==> src/rtl/seg_display_scheduler.sv <==
// Round-robin owner of the shared 4-digit seven-segment path; holds each grant >= HOLD_CYCLES.
// Optional SEG_BLINK_EN: pulse blank for BLINK_CYCLES whenever the display changes owner.
module seg_display_scheduler #(
  parameter int          NREQ         = 4,
  parameter int          HOLD_CYCLES  = 4096,
  parameter logic [15:0] IDLE_PATTERN = 16'hFFFF,
  parameter int          BLINK_CYCLES = 1024
) (
  input  logic                 clk,
  input  logic                 rst,
  input  logic [NREQ-1:0]      req,
  input  logic [16*NREQ-1:0]   data_in,
  output logic [NREQ-1:0]      grant,
  output logic [15:0]          bcd_out,
  output logic                 busy,
  output logic                 blank
);

  localparam int PTR_W  = $clog2(NREQ);
  localparam int HOLD_W = $clog2(HOLD_CYCLES);
  localparam logic [HOLD_W-1:0] HOLD_RELOAD = HOLD_W'(HOLD_CYCLES - 1);

  typedef enum logic {ST_IDLE, ST_GRANT} state_t;

  state_t            state_r, state_s;
  logic [NREQ-1:0]   grant_r, grant_s;
  logic [15:0]       bcd_r, bcd_s;
  logic              busy_r;
  logic [HOLD_W-1:0] hold_r, hold_s;
  logic [PTR_W-1:0]  ptr_r, ptr_s;
  logic [PTR_W-1:0]  win_s, cand_s;
  logic              any_req_s;

  function automatic logic [15:0] word_at(input logic [16*NREQ-1:0] bus,
                                          input logic [PTR_W-1:0] idx);
    word_at = bus[{idx, 4'b0000} +: 16];
  endfunction

  function automatic logic [NREQ-1:0] onehot(input logic [PTR_W-1:0] idx);
    onehot = {{(NREQ-1){1'b0}}, 1'b1} << idx;
  endfunction

  // Winner search: first requester after ptr; the current owner is tried last
  always_comb begin
    any_req_s = |req;
    win_s     = ptr_r;
    cand_s    = ptr_r;
    for (int k = NREQ; k >= 1; k--) begin
      cand_s = PTR_W'((int'(ptr_r) + k) % NREQ);
      win_s  = req[cand_s] ? cand_s : win_s;
    end
  end

  // Next-state and next-output logic
  always_comb begin
    state_s = state_r;
    grant_s = grant_r;
    bcd_s   = bcd_r;
    hold_s  = hold_r;
    ptr_s   = ptr_r;
    case (state_r)
      ST_IDLE: begin
        if (any_req_s) begin
          state_s = ST_GRANT;
          grant_s = onehot(win_s);
          bcd_s   = word_at(data_in, win_s);
          hold_s  = HOLD_RELOAD;
          ptr_s   = win_s;
        end else begin
          grant_s = {NREQ{1'b0}};
          bcd_s   = IDLE_PATTERN;
        end
      end
      ST_GRANT: begin
        if (hold_r != {HOLD_W{1'b0}}) begin
          hold_s = hold_r - HOLD_W'(1);
          // A dropped owner leaves its last word frozen on the display
          if (req[ptr_r]) begin
            bcd_s = word_at(data_in, ptr_r);
          end else begin
            bcd_s = bcd_r;
          end
        end else if (any_req_s) begin
          grant_s = onehot(win_s);
          bcd_s   = word_at(data_in, win_s);
          hold_s  = HOLD_RELOAD;
          ptr_s   = win_s;
        end else begin
          state_s = ST_IDLE;
          grant_s = {NREQ{1'b0}};
          bcd_s   = IDLE_PATTERN;
          hold_s  = {HOLD_W{1'b0}};
        end
      end
      default: begin
        state_s = ST_IDLE;
        grant_s = {NREQ{1'b0}};
        bcd_s   = IDLE_PATTERN;
        hold_s  = {HOLD_W{1'b0}};
      end
    endcase
  end

  // State and output registers
  always_ff @(posedge clk) begin
    if (rst) begin
      state_r <= ST_IDLE;
      grant_r <= {NREQ{1'b0}};
      bcd_r   <= IDLE_PATTERN;
      busy_r  <= 1'b0;
      hold_r  <= {HOLD_W{1'b0}};
      ptr_r   <= PTR_W'(NREQ - 1);
    end else begin
      state_r <= state_s;
      grant_r <= grant_s;
      bcd_r   <= bcd_s;
      busy_r  <= (grant_s != {NREQ{1'b0}});
      hold_r  <= hold_s;
      ptr_r   <= ptr_s;
    end
  end

`ifdef SEG_BLINK_EN
  localparam int BLINK_W = (BLINK_CYCLES > 1) ? $clog2(BLINK_CYCLES) : 1;

  logic               blank_r;
  logic [BLINK_W-1:0] blink_r;
  logic               change_s;

  assign change_s = (grant_s != {NREQ{1'b0}}) && (grant_s != grant_r);

  // Blank pulse: restarts on every owner change, lasts BLINK_CYCLES cycles
  always_ff @(posedge clk) begin
    if (rst) begin
      blank_r <= 1'b0;
      blink_r <= {BLINK_W{1'b0}};
    end else if (change_s) begin
      blank_r <= 1'b1;
      blink_r <= BLINK_W'(BLINK_CYCLES - 1);
    end else begin
      blank_r <= (blink_r != {BLINK_W{1'b0}});
      blink_r <= (blink_r != {BLINK_W{1'b0}}) ? blink_r - BLINK_W'(1) : blink_r;
    end
  end

  assign blank = blank_r;
`else
  assign blank = 1'b0;
`endif

  assign grant   = grant_r;
  assign bcd_out = bcd_r;
  assign busy    = busy_r;

endmodule

==> config.mk <==
export PLATFORM = sky130hd
export DESIGN_NAME = seg_display_scheduler
export DESIGN_NICKNAME = d
export VERILOG_FILES = /design/src/rtl/seg_display_scheduler.sv
export SDC_FILE = /design/constraint.sdc
export NUM_CORES = 1
export LEC_CHECK = 0
export BUFFER_PORTS_ARGS = -buffer_cell sky130_fd_sc_hd__buf_2
export CORE_UTILIZATION = 40
export CTS_CLUSTER_SIZE = 25
export DETAILED_ROUTE_END_ITERATION = 8
export PLACE_DENSITY = 0.66
export RECOVER_POWER = 100
export SYNTH_ARGS = -nofsm -noshare
export SYNTH_HDL_FRONTEND = slang
export SYNTH_SLANG_ARGS = --single-unit
==> constraint.sdc <==
create_clock -name clk -period 3.15 [get_ports clk]
set_input_delay 0.4725 -clock clk [delete_from_list [all_inputs] [get_ports clk]]
set_output_delay 0.4725 -clock clk [all_outputs]
set_load 0.02 [all_outputs]
==> metrics.txt, run 1 <==
Reg2Reg Depth=8; PortBufs=90; Post-synth EDFFs=0; Final TNS setup=0 ns; Setup CP Type=reg -> reg; Final Total Pwr=between 0.001 and 0.0015 W; CP bufs+invs=2; crit share post-route=0.8803; DRT antenna net count=0; H-tree levels=2; Reg-to-Reg End=bcd_out[13]; io pins=92; crit-path leading delay family=compound AO/OA/AOI/OAI gates; Ant. Diodes=0; CP endpoint kind=flop; FMAX=360.6 MHz; failing checks=design-rule violations; PwrDens=446.5 mW/mm²; clock-pin slew on the worst setup and hold paths=0.08 ns; Final Skew=approximately 0.013 ns; status=finished, violations left; DRT Pass-1 Iters=6; WL per Instance=16.60 µm; hold path startpoint=bcd_out[12]; MaxCap Viol Count=0; clock sinks=36; #FFs+latches synth=36; CTS Hold Bufs=0; via/cell ratio=slightly above 6; full die area=0.007073 mm²; first-pass GRT wire length=12080 µm; global route total overflow=0; initial antenna violation count=0; die height=84.10 µm; critical path arrival=2.94 ns; Final Net Count=between 400 and 500; initial DRC count=roughly 180; DR DRC count=12; FFs w/ async S/R, synth=0; GPL Wtd Cong=0.8102; Multi-input gate area=0.001807 mm²; Setup crit end=bcd_out[13]; critical path's largest stage delay=0.51 ns; Total GRT Usage=0.2108; Post-Place Setup Slack=0.4267 ns; R2R setup slack=approximately 0.38 ns; post-route cell area=about 0.0032 mm²; Critical Path Stages=8; synth-to-layout area growth=20.46%; cts bufs inserted=5; die width=84.10 µm; crit path max fanout=11; leading area contributor after synthesis=dfxtp_1; ys flop type=dfxtp_1; CP max stage cell=or4b_1; largest net degree at the start of global routing=44; synth top area cells=dfxtp_1 (27%), mux4_2 (13%), mux2i_1 (12%), a21oi_1 (5.6%), a221o_1 (4.8%); crit start category=flop; top cell type's share of synthesized area=0.2673; fraction of layout cells with a size suffix above 1=0.3054; register area share after synthesis=0.2673; final worst path period need=2.773 ns; Switching Share=0.3593; total leakage power=between 1 and 1.5 nW; clock share of power=0.243; Core ar.=about 0.0064 mm²; filler cell count=623; switching pwr=0.0005212 W; later-pin clock latency in the skew report=0.29 ns; sequential share of power=0.382; Final Hold Viols=0; total wire length=7422 µm; unrepaired setup endpoints after global routing=false; Hold Path Class=reg -> reg; Slew Viols, Final=0; CTS tree=built; Netlist cell types=52; Detail Placement HPWL=5273 µm; crit path cell chain=inv_1 > ha_1 > or4b_1 > o41ai_1 > buf_4 > nand2_1 > a2111oi_0 > o31ai_1; FF/Latch Area=between 700 and 800 µm²; worst ir drop on vdd=approximately 0.00017 V; setup ws final=about 0.38 ns; CTS root buffer=clkbuf_8; Slew HR=0.2131; cell internal pwr=0.0009292 W; placed cell area=0.003209 mm²; WP data required=3.32 ns; Synth Instances=291; Mean Syn Cell Area=9.266 µm²; Mapped Area=~0.0027 mm²; actual slew at the worst max-slew pin=1.166 ns; CTS max path bufs=2; Yosys warning total=0; Gate power share=0.375; Final Setup Violations=0; Crit Reg-Reg Startpoint=hold_r[0]; Initial Util=0.4198; Worst Setup SP=hold_r[0]; Std-Cell Rows=29; buffer count from post-CTS setup fixing=0; Post-Syn Nets=363; post-CTS sizing=0; vias in the first global route=2617; Vias=approximately 2800
[sequential cells by signal (all words and copies together) (netlist names)]
| name | cells |
|---|---|
| bcd_out | 16 |
| hold_r | 12 |
| grant | 4 |
| ptr_r | 2 |
| busy | 1 |
| state_r | 1 |
[kinds of logic (layout without fill, tap and decap cells)]
family / Yosys count / count (layout) / synth area share
AND/OR/NAND/NOR: 76 / 76 / 0.1518
other: 1 / 1 / 0.001391
AO/OA/AOI/OAI: 96 / 96 / 0.2608
adder cells (fa/ha/maj): 2 / 2 / 0.009279
multiplexers: 47 / 47 / 0.2487
flip-flops: 36 / 36 / 0.2673
buffers and inverters: 33 / 112 / 0.06079
[layout make-up]
class	count	area share
Tap cell	77	0.02966
Multi-Input combinational cell	222	0.5562
Sequential cell	36	0.2219
Clock inverter	1	0.002311
Timing Repair Buffer	101	0.1599
Clock buffer	7	0.02658
Inverter	3	0.003467
[tightest hold or removal path, cell delays in order, from the launching register on]
cell     delay (ns)
dfxtp_1        0.33
a21oi_1        0.06
o31ai_1        0.06
[through the flow]
stage,cells,hold WS [ns],utilization
after global placement,439,0.4517,0.4997
after CTS,447,0.4774,0.5143
after floorplan,291,0.4812,-
after global routing,447,0.5048,0.5057
after detailed placement,439,0.4584,0.4997
final,447,0.4767,0.5057
[cell usage after synthesis (7+ instances only)]
master    count
a31oi_1      15
nand2_1       8
o21ai_0       7
a21oi_1      30
clkbuf_1     11
a221o_1      13
mux4_2       16
mux2i_1      31
buf_2        11
dfxtp_1      36
nand3_1      17
nor2_1       16
[per-layer routing]
layer  vias to the layer above  GRT usage  wire, µm
li1                       1317          -         -
met1                      1341     0.2681      3421
met2                       110     0.3569      3591
met3                         8    0.03858       333
met4                         0    0.07837        76
met5                         -          0         0
[worst min-delay path by stage]
| stage | to | slack, ns | cells past startpoint |
|---|---|---|---|
| floorplan | hold_r[9] | 0.48 | 2 |
| global placement | bcd_out[12] | 0.45 | 2 |
| detailed placement | bcd_out[12] | 0.46 | 2 |
| CTS | bcd_out[12] | 0.48 | 2 |
| global route | grant[0] | 0.50 | 2 |
| finish | bcd_out[12] | 0.48 | 2 |
[cells in the final DEF (no fill, tap or decap), types with 3 or more instances in the layout]
cell,Yosys,routed
a211oi_1,4,4
a21o_1,3,3
a21oi_1,30,31
a221o_1,13,13
a31oi_1,15,14
buf_2,11,69
buf_4,3,10
clkbuf_1,11,22
clkbuf_8,0,6
dfxtp_1,36,36
inv_1,3,3
mux2i_1,31,30
mux4_2,16,16
nand2_1,8,8
nand2b_1,3,3
nand3_1,17,17
nor2_1,16,16
nor2b_1,6,6
nor3_1,6,5
nor4_1,6,6
o21ai_0,7,7
o31ai_1,3,3
or4_1,3,3
[power by group through the flow]
stage          Clock, W  Combinational, W  Sequential [W]
3_3_place_gp          0          0.000547        0.000563
5_1_grt        0.000376          0.000590        0.000562
3_5_place_dp          0          0.000559        0.000562
2_1_floorplan         0          0.000368        0.000583
4_1_cts        0.000358          0.000559        0.000553
6_report       0.000352          0.000544        0.000555
(Power assumes the default switching activity.)
==> inputs of run 2 (changes only) <==
--- a/config.mk
+++ b/config.mk
@@ -6,10 +6,11 @@
 export NUM_CORES = 1
 export LEC_CHECK = 0
 export BUFFER_PORTS_ARGS = -buffer_cell sky130_fd_sc_hd__buf_2
-export CORE_UTILIZATION = 40
+export CORE_ASPECT_RATIO = 0.75
+export CORE_UTILIZATION = 51
 export CTS_CLUSTER_SIZE = 25
 export DETAILED_ROUTE_END_ITERATION = 8
-export PLACE_DENSITY = 0.66
+export PLACE_DENSITY = 0.81
 export RECOVER_POWER = 100
 export SYNTH_ARGS = -nofsm -noshare
 export SYNTH_HDL_FRONTEND = slang
==> run 2 against run 1 <==
The run now ends clean. Non-clock buffer count fell by 1. Utilization increased by 15 points. Wire length grew 11%. Sequential power up 0.7%. Flip-flop and latch count unchanged. Via count rose by 4.6%. Worst hold slack improved by 0.018 ns. Critical endpoint is now bcd_out[1].
==> metrics.txt, run 2 (same netlist as run 1, synthesis figures left out) <==
hold path startpoint=bcd_out[14]; CTS root buffer=clkbuf_8; Std-Cell Rows=22 (-24%); largest net degree at the start of global routing=39 (-11%); clock share of power=0.270 (+0.027); cell internal pwr=0.0009839 W (+5.9%); vias in the first global route=2637 (+0.76%); die width=85.96 µm (+2.2%); Core ar.=0.004982 mm² (-22%); Final Setup Violations=0 (unchanged); WP data required=3.33 ns (about the same); unrepaired setup endpoints after global routing=false; Slew Viols, Final=0 (unchanged); FMAX=342.0 MHz (-5.2%); GR Layer Usage met1=0.3862 (+0.1181); max reg flops=16 (unchanged); Slew HR=0.4654 (+0.2523); Detail Placement HPWL=5778 µm (+9.6%); fraction of layout cells with a size suffix above 1=0.3008 (-0.004592); synth-to-layout area growth=20.32%; MaxCap Viol Count=0 (unchanged); die height=64.97 µm (-23%); actual slew at the worst max-slew pin=0.8019 ns (-0.3636 ns); DR DRC count=0 (-12); total leakage power=1.327 nW (+0.55%); Hold Path Class=reg -> reg; GPL Wtd Cong=0.8531 (+5.3%); full die area=0.005585 mm² (-21%); CTS tree=built; via/cell ratio=6.583 (+6.0%); critical path arrival=3.11 ns (+0.17 ns); H-tree levels=2 (unchanged); status=finished, final reports clean; Ant. Diodes=0 (unchanged); clock-pin slew on the worst setup and hold paths=0.08 ns (about the same); Final Skew=0.009705 ns (-0.003075 ns); crit share post-route=0.9283 (+0.04802); CTS Hold Bufs=0 (unchanged); CP endpoint kind=flop; crit start category=flop; Total GRT Usage=0.2929 (+0.08206); initial antenna violation count=0 (unchanged); met2 Usage GRT=0.4812 (+0.1242); io pins=92 (unchanged); PortBufs=90 (unchanged); total wire length=8268 µm (+11%); crit path max fanout=28 (+17); placed cell area=0.003192 mm² (-0.55%); post-CTS sizing=0 (unchanged); Final TNS setup=0 ns (unchanged); buffer count from post-CTS setup fixing=0 (unchanged); switching pwr=0.0005452 W (+4.6%); Crit Reg-Reg Startpoint=hold_r[0]; clock sinks=36 (unchanged); Initial Util=0.5412 (+0.1214); Setup CP Type=reg -> reg; Vias=2903 (+4.6%); WL per Instance=18.75 µm (+13%); PwrDens=471.3 mW/mm² (+5.5%); DRT Pass-1 Iters=5 (-1); later-pin clock latency in the skew report=0.30 ns (about the same); setup ws final=0.2257 ns (-0.1513 ns); Final Net Count=440 (-0.23%); commonest non-fill, non-tap cell in the layout=buf_2; cts bufs inserted=5 (unchanged); filler cell count=415 (-33%); met3 GRT Util=0.05605 (+0.01748); post-route cell area=0.003244 mm² (-0.12%); DRT antenna net count=0 (unchanged); sequential share of power=0.365 (-0.017); CTS max path bufs=2 (unchanged); worst ir drop on vdd=0.0002155 V (+27%); Final Hold Viols=0 (unchanged); global route total overflow=0 (unchanged); Post-Place Setup Slack=0.3067 ns (-0.1200 ns); most used routing layer=met2; Switching Share=0.3566 (-0.002776); Worst Setup SP=hold_r[0]; final worst path period need=2.924 ns (+0.1513 ns); initial DRC count=356 (+99%); Gate power share=0.365 (-0.010); first-pass GRT wire length=12720 µm (+5.4%); commonest cells after routing, fill and taps aside=buf_2 (69), dfxtp_1 (36), mux2i_1 (31), a21oi_1 (31), clkbuf_1 (23)
run 2: layer usage:
metal	part of all wire	wire (µm)
met5	0	0
met4	0.010	84
met3	0.096	790
met2	0.47	3862
met1	0.43	3531
run 2: per-stage QoR:
| step | util | instances | power (W) | hold slack [ns] |
|---|---|---|---|---|
| floorplan | - | 291 | 0.0009503 | 0.4812 |
| global placement | 0.6406 | 433 | 0.001103 | 0.4566 |
| detailed placement | 0.6406 | 433 | 0.001124 | 0.4613 |
| CTS | 0.6622 | 441 | 0.001528 | 0.4795 |
| global route | 0.6512 | 441 | 0.001592 | 0.5080 |
| finish | 0.6512 | 441 | 0.001529 | 0.4944 |
run 2: cell type report:
cell class              instances  area (µm²)  share of cell area
multi-input cells             222        1809              0.5577
flip-flops and latches         36       720.7              0.2221
repair buffers                100       505.5              0.1558
well taps                      72       90.09             0.02777
clock buffers                   6       72.57             0.02237
clock inverters                 2       35.03             0.01080
inverters                       3       11.26            0.003471
run 2: worst paths after layout:
check	endpoint	slack (ns)	cells past startpoint
setup reg to reg	bcd_out[1]	0.23	7
hold / removal	bcd_out[14]	0.49	2
hold reg to reg	bcd_out[14]	0.49	2
setup / recovery	bcd_out[1]	0.23	7
run 2: power groups by stage:
stage	Sequential [W]	Clock (W)	Combinational, W
after floorplan	0.000583	0	0.000368
final	0.000559	0.000413	0.000558
after global placement	0.000563	0	0.000540
after detailed placement	0.000566	0	0.000559
after global routing	0.000565	0.000431	0.000596
after CTS	0.000556	0.000410	0.000562
run 2: critical path: stages, from the launching register on:
cell and delay, ns:
dfxtp_1 0.35, inv_1 0.10, ha_1 0.15, or4b_1 0.51
o41a_1 0.54, nor2_4 0.60, a31oi_1 0.18, a221o_1 0.36
==> inputs of run 3 (changes only) <==
--- a/config.mk
+++ b/config.mk
@@ -12,6 +12,7 @@
 export DETAILED_ROUTE_END_ITERATION = 8
 export PLACE_DENSITY = 0.81
 export RECOVER_POWER = 100
+export SETUP_SLACK_MARGIN = 0.3
 export SYNTH_ARGS = -nofsm -noshare
 export SYNTH_HDL_FRONTEND = slang
 export SYNTH_SLANG_ARGS = --single-unit
==> constraint.sdc (replaced) <==
create_clock -name clk -period 3.15 [get_ports clk]
set_input_delay 0.7875 -clock clk [delete_from_list [all_inputs] [get_ports clk]]
set_output_delay 0.7875 -clock clk [all_outputs]
set_load 0.02 [all_outputs]
==> run 3 against run 2 <==
Sequential share of layout area fell by 0.12 points. Critical path depth rose by 1. Worst hold slack got worse by 0.015 ns. Sequential power barely moved. Clock power rose by 12%. Design area rose by 0.54%. Combinational power fell by 3%. Final cell count did not move. Worst setup slack improved by 0.14 ns. Flip-flop and latch count did not move. Largest cell class unchanged.
==> metrics.txt, run 3 (same netlist as run 1, synthesis figures left out) <==
status=finished, final reports clean; Final Net Count=440 (unchanged); hold path startpoint=bcd_out[14]; max reg flops=16 (unchanged); critical path's largest stage delay=0.50 ns (-0.10 ns); final worst path period need=2.786 ns (-0.1381 ns); fraction of layout cells with a size suffix above 1=0.3035 (+0.002710); later-pin clock latency in the skew report=0.30 ns (about the same); MaxCap Viol Count=0 (unchanged); Hold Path Class=reg -> reg; vias in the first global route=2443 (-7.4%); CP bufs+invs=2 (+1); DR DRC count=0 (unchanged); Initial Util=0.5412 (unchanged); PwrDens=479.6 mW/mm² (+1.8%); crit-path leading delay family=simple AND/OR/NAND/NOR gates; CTS root buffer=clkbuf_8; Setup CP Type=reg -> reg; via/cell ratio=6.413 (-2.6%); first-pass GRT wire length=11990 µm (-5.8%); commonest non-fill, non-tap cell in the layout=buf_2; Std-Cell Rows=22 (unchanged); WP data required=3.34 ns (about the same); actual slew at the worst max-slew pin=0.7703 ns (-0.03158 ns); DRT Pass-1 Iters=4 (-1); global route total overflow=0 (unchanged); clock-pin slew on the worst setup and hold paths=0.08 ns (about the same); synth-to-layout area growth=20.97%; Final Skew=0.003538 ns (-0.006168 ns); unrepaired setup endpoints after global routing=false; Worst Setup SP=hold_r[0]; Final Setup Violations=0 (unchanged); total leakage power=1.339 nW (+0.95%); buffer count from post-CTS setup fixing=0 (unchanged); Slew Viols, Final=0 (unchanged); Ant. Diodes=0 (unchanged); Slew HR=0.4859 (+0.02050); total wire length=7718 µm (-6.7%); crit path cell chain=inv_1 > ha_1 > or4b_1 > o41a_1 > nor2_1 > buf_12 > a31oi_1 > a221o_1; CTS Hold Bufs=0 (unchanged); Vias=2828 (-2.6%); Total GRT Usage=0.2762 (-0.01669); CP max stage cell=or4b_1; post-CTS sizing=0 (unchanged); CTS max path bufs=2 (unchanged); worst ir drop on vdd=0.0001949 V (-9.6%); cts bufs inserted=5 (unchanged); CP endpoint kind=flop; final core occ=0.6547 (+0.003516); crit start category=flop; crit share post-route=0.8845 (-0.04384); DRT antenna net count=0 (unchanged); clock sinks=36 (unchanged); Crit Reg-Reg Startpoint=hold_r[0]; die width=85.96 µm (unchanged); io pins=92 (unchanged); die height=64.97 µm (unchanged); Final TNS setup=0 ns (unchanged); GPL Wtd Cong=0.8596 (+0.76%); FMAX=358.9 MHz (+5.0%); filler cell count=408 (-1.7%); CTS tree=built; Detail Placement HPWL=5427 µm (-6.1%); critical path arrival=2.98 ns (-0.13 ns); initial DRC count=232 (-35%); PortBufs=90 (unchanged); Final Hold Viols=0 (unchanged); crit path max fanout=27 (-3.6%); initial antenna violation count=0 (unchanged); largest net degree at the start of global routing=33 (-15%); WL per Instance=17.50 µm (-6.7%); full die area=0.005585 mm² (unchanged); commonest cells after routing, fill and taps aside=buf_2 (69), dfxtp_1 (36), mux2i_1 (31), a21oi_1 (31), clkbuf_1 (21); Core ar.=0.004982 mm² (unchanged); H-tree levels=2 (unchanged); Final Total Pwr=0.001564 W (+2.3%)
-- run 3: changes by cell type in the layout (fill, tap and decap cells not counted) --
cell,before,now
clkbuf_8,5,7
clkinv_2,1,0
buf_4,6,9
nor2_1,16,17
clkbuf_1,23,21
nor2_4,1,0
clkbuf_2,1,0
clkbuf_4,1,0
-- run 3: path summary, 6_finish.rpt --
| check | cells past startpoint | to | slack, ns |
|---|---|---|---|
| setup / recovery | 8 | bcd_out[1] | 0.36 |
| hold / removal | 2 | bcd_out[14] | 0.48 |
| setup reg to reg | 8 | bcd_out[1] | 0.36 |
| hold reg to reg | 2 | bcd_out[14] | 0.48 |
-- run 3: tightest hold or removal path, cell delays in order (launching register included) --
cell and delay (ns):
dfxtp_1 0.33, a21oi_1 0.06, o31ai_1 0.06
-- run 3: stage by stage --
stage	instance area [µm²]	cells	hold slack (ns)	setup WS (ns)
2_1_floorplan	2696	291	0.4812	0.8077
3_3_place_gp	3192	433	0.4535	0.6503
3_5_place_dp	3192	433	0.4574	0.5482
4_1_cts	3318	441	0.4746	0.5145
5_1_grt	3262	441	0.4917	0.1815
6_report	3262	441	0.4791	0.3638
-- run 3: report_power, final --
part | internal [W] | total (W) | switching, W
clock | 0.000280 | 0.000461 | 0.000181
combinational | 0.000242 | 0.000543 | 0.000301
sequential | 0.000506 | 0.000561 | 0.0000548
-- run 3: cell type report --
| cell class | instances | area (µm²) | share of cell area |
|---|---|---|---|
| multi-input cells | 222 | 1802 | 0.5524 |
| flip-flops and latches | 36 | 720.7 | 0.2209 |
| repair buffers | 100 | 511.7 | 0.1569 |
| clock buffers | 7 | 96.34 | 0.02954 |
| well taps | 72 | 90.09 | 0.02762 |
| clock inverters | 1 | 30.03 | 0.009206 |
| inverters | 3 | 11.26 | 0.003452 |
-- run 3: routing by layer --
| layer | wire length (µm) | vias up | GRT usage |
|---|---|---|---|
| met5 | 0 | - | 0 |
| li1 | - | 1313 | - |
| met1 | 3613 | 1355 | 0.3965 |
| met2 | 3383 | 149 | 0.4216 |
| met4 | 95 | 0 | 0.08958 |
| met3 | 625 | 11 | 0.04586 |
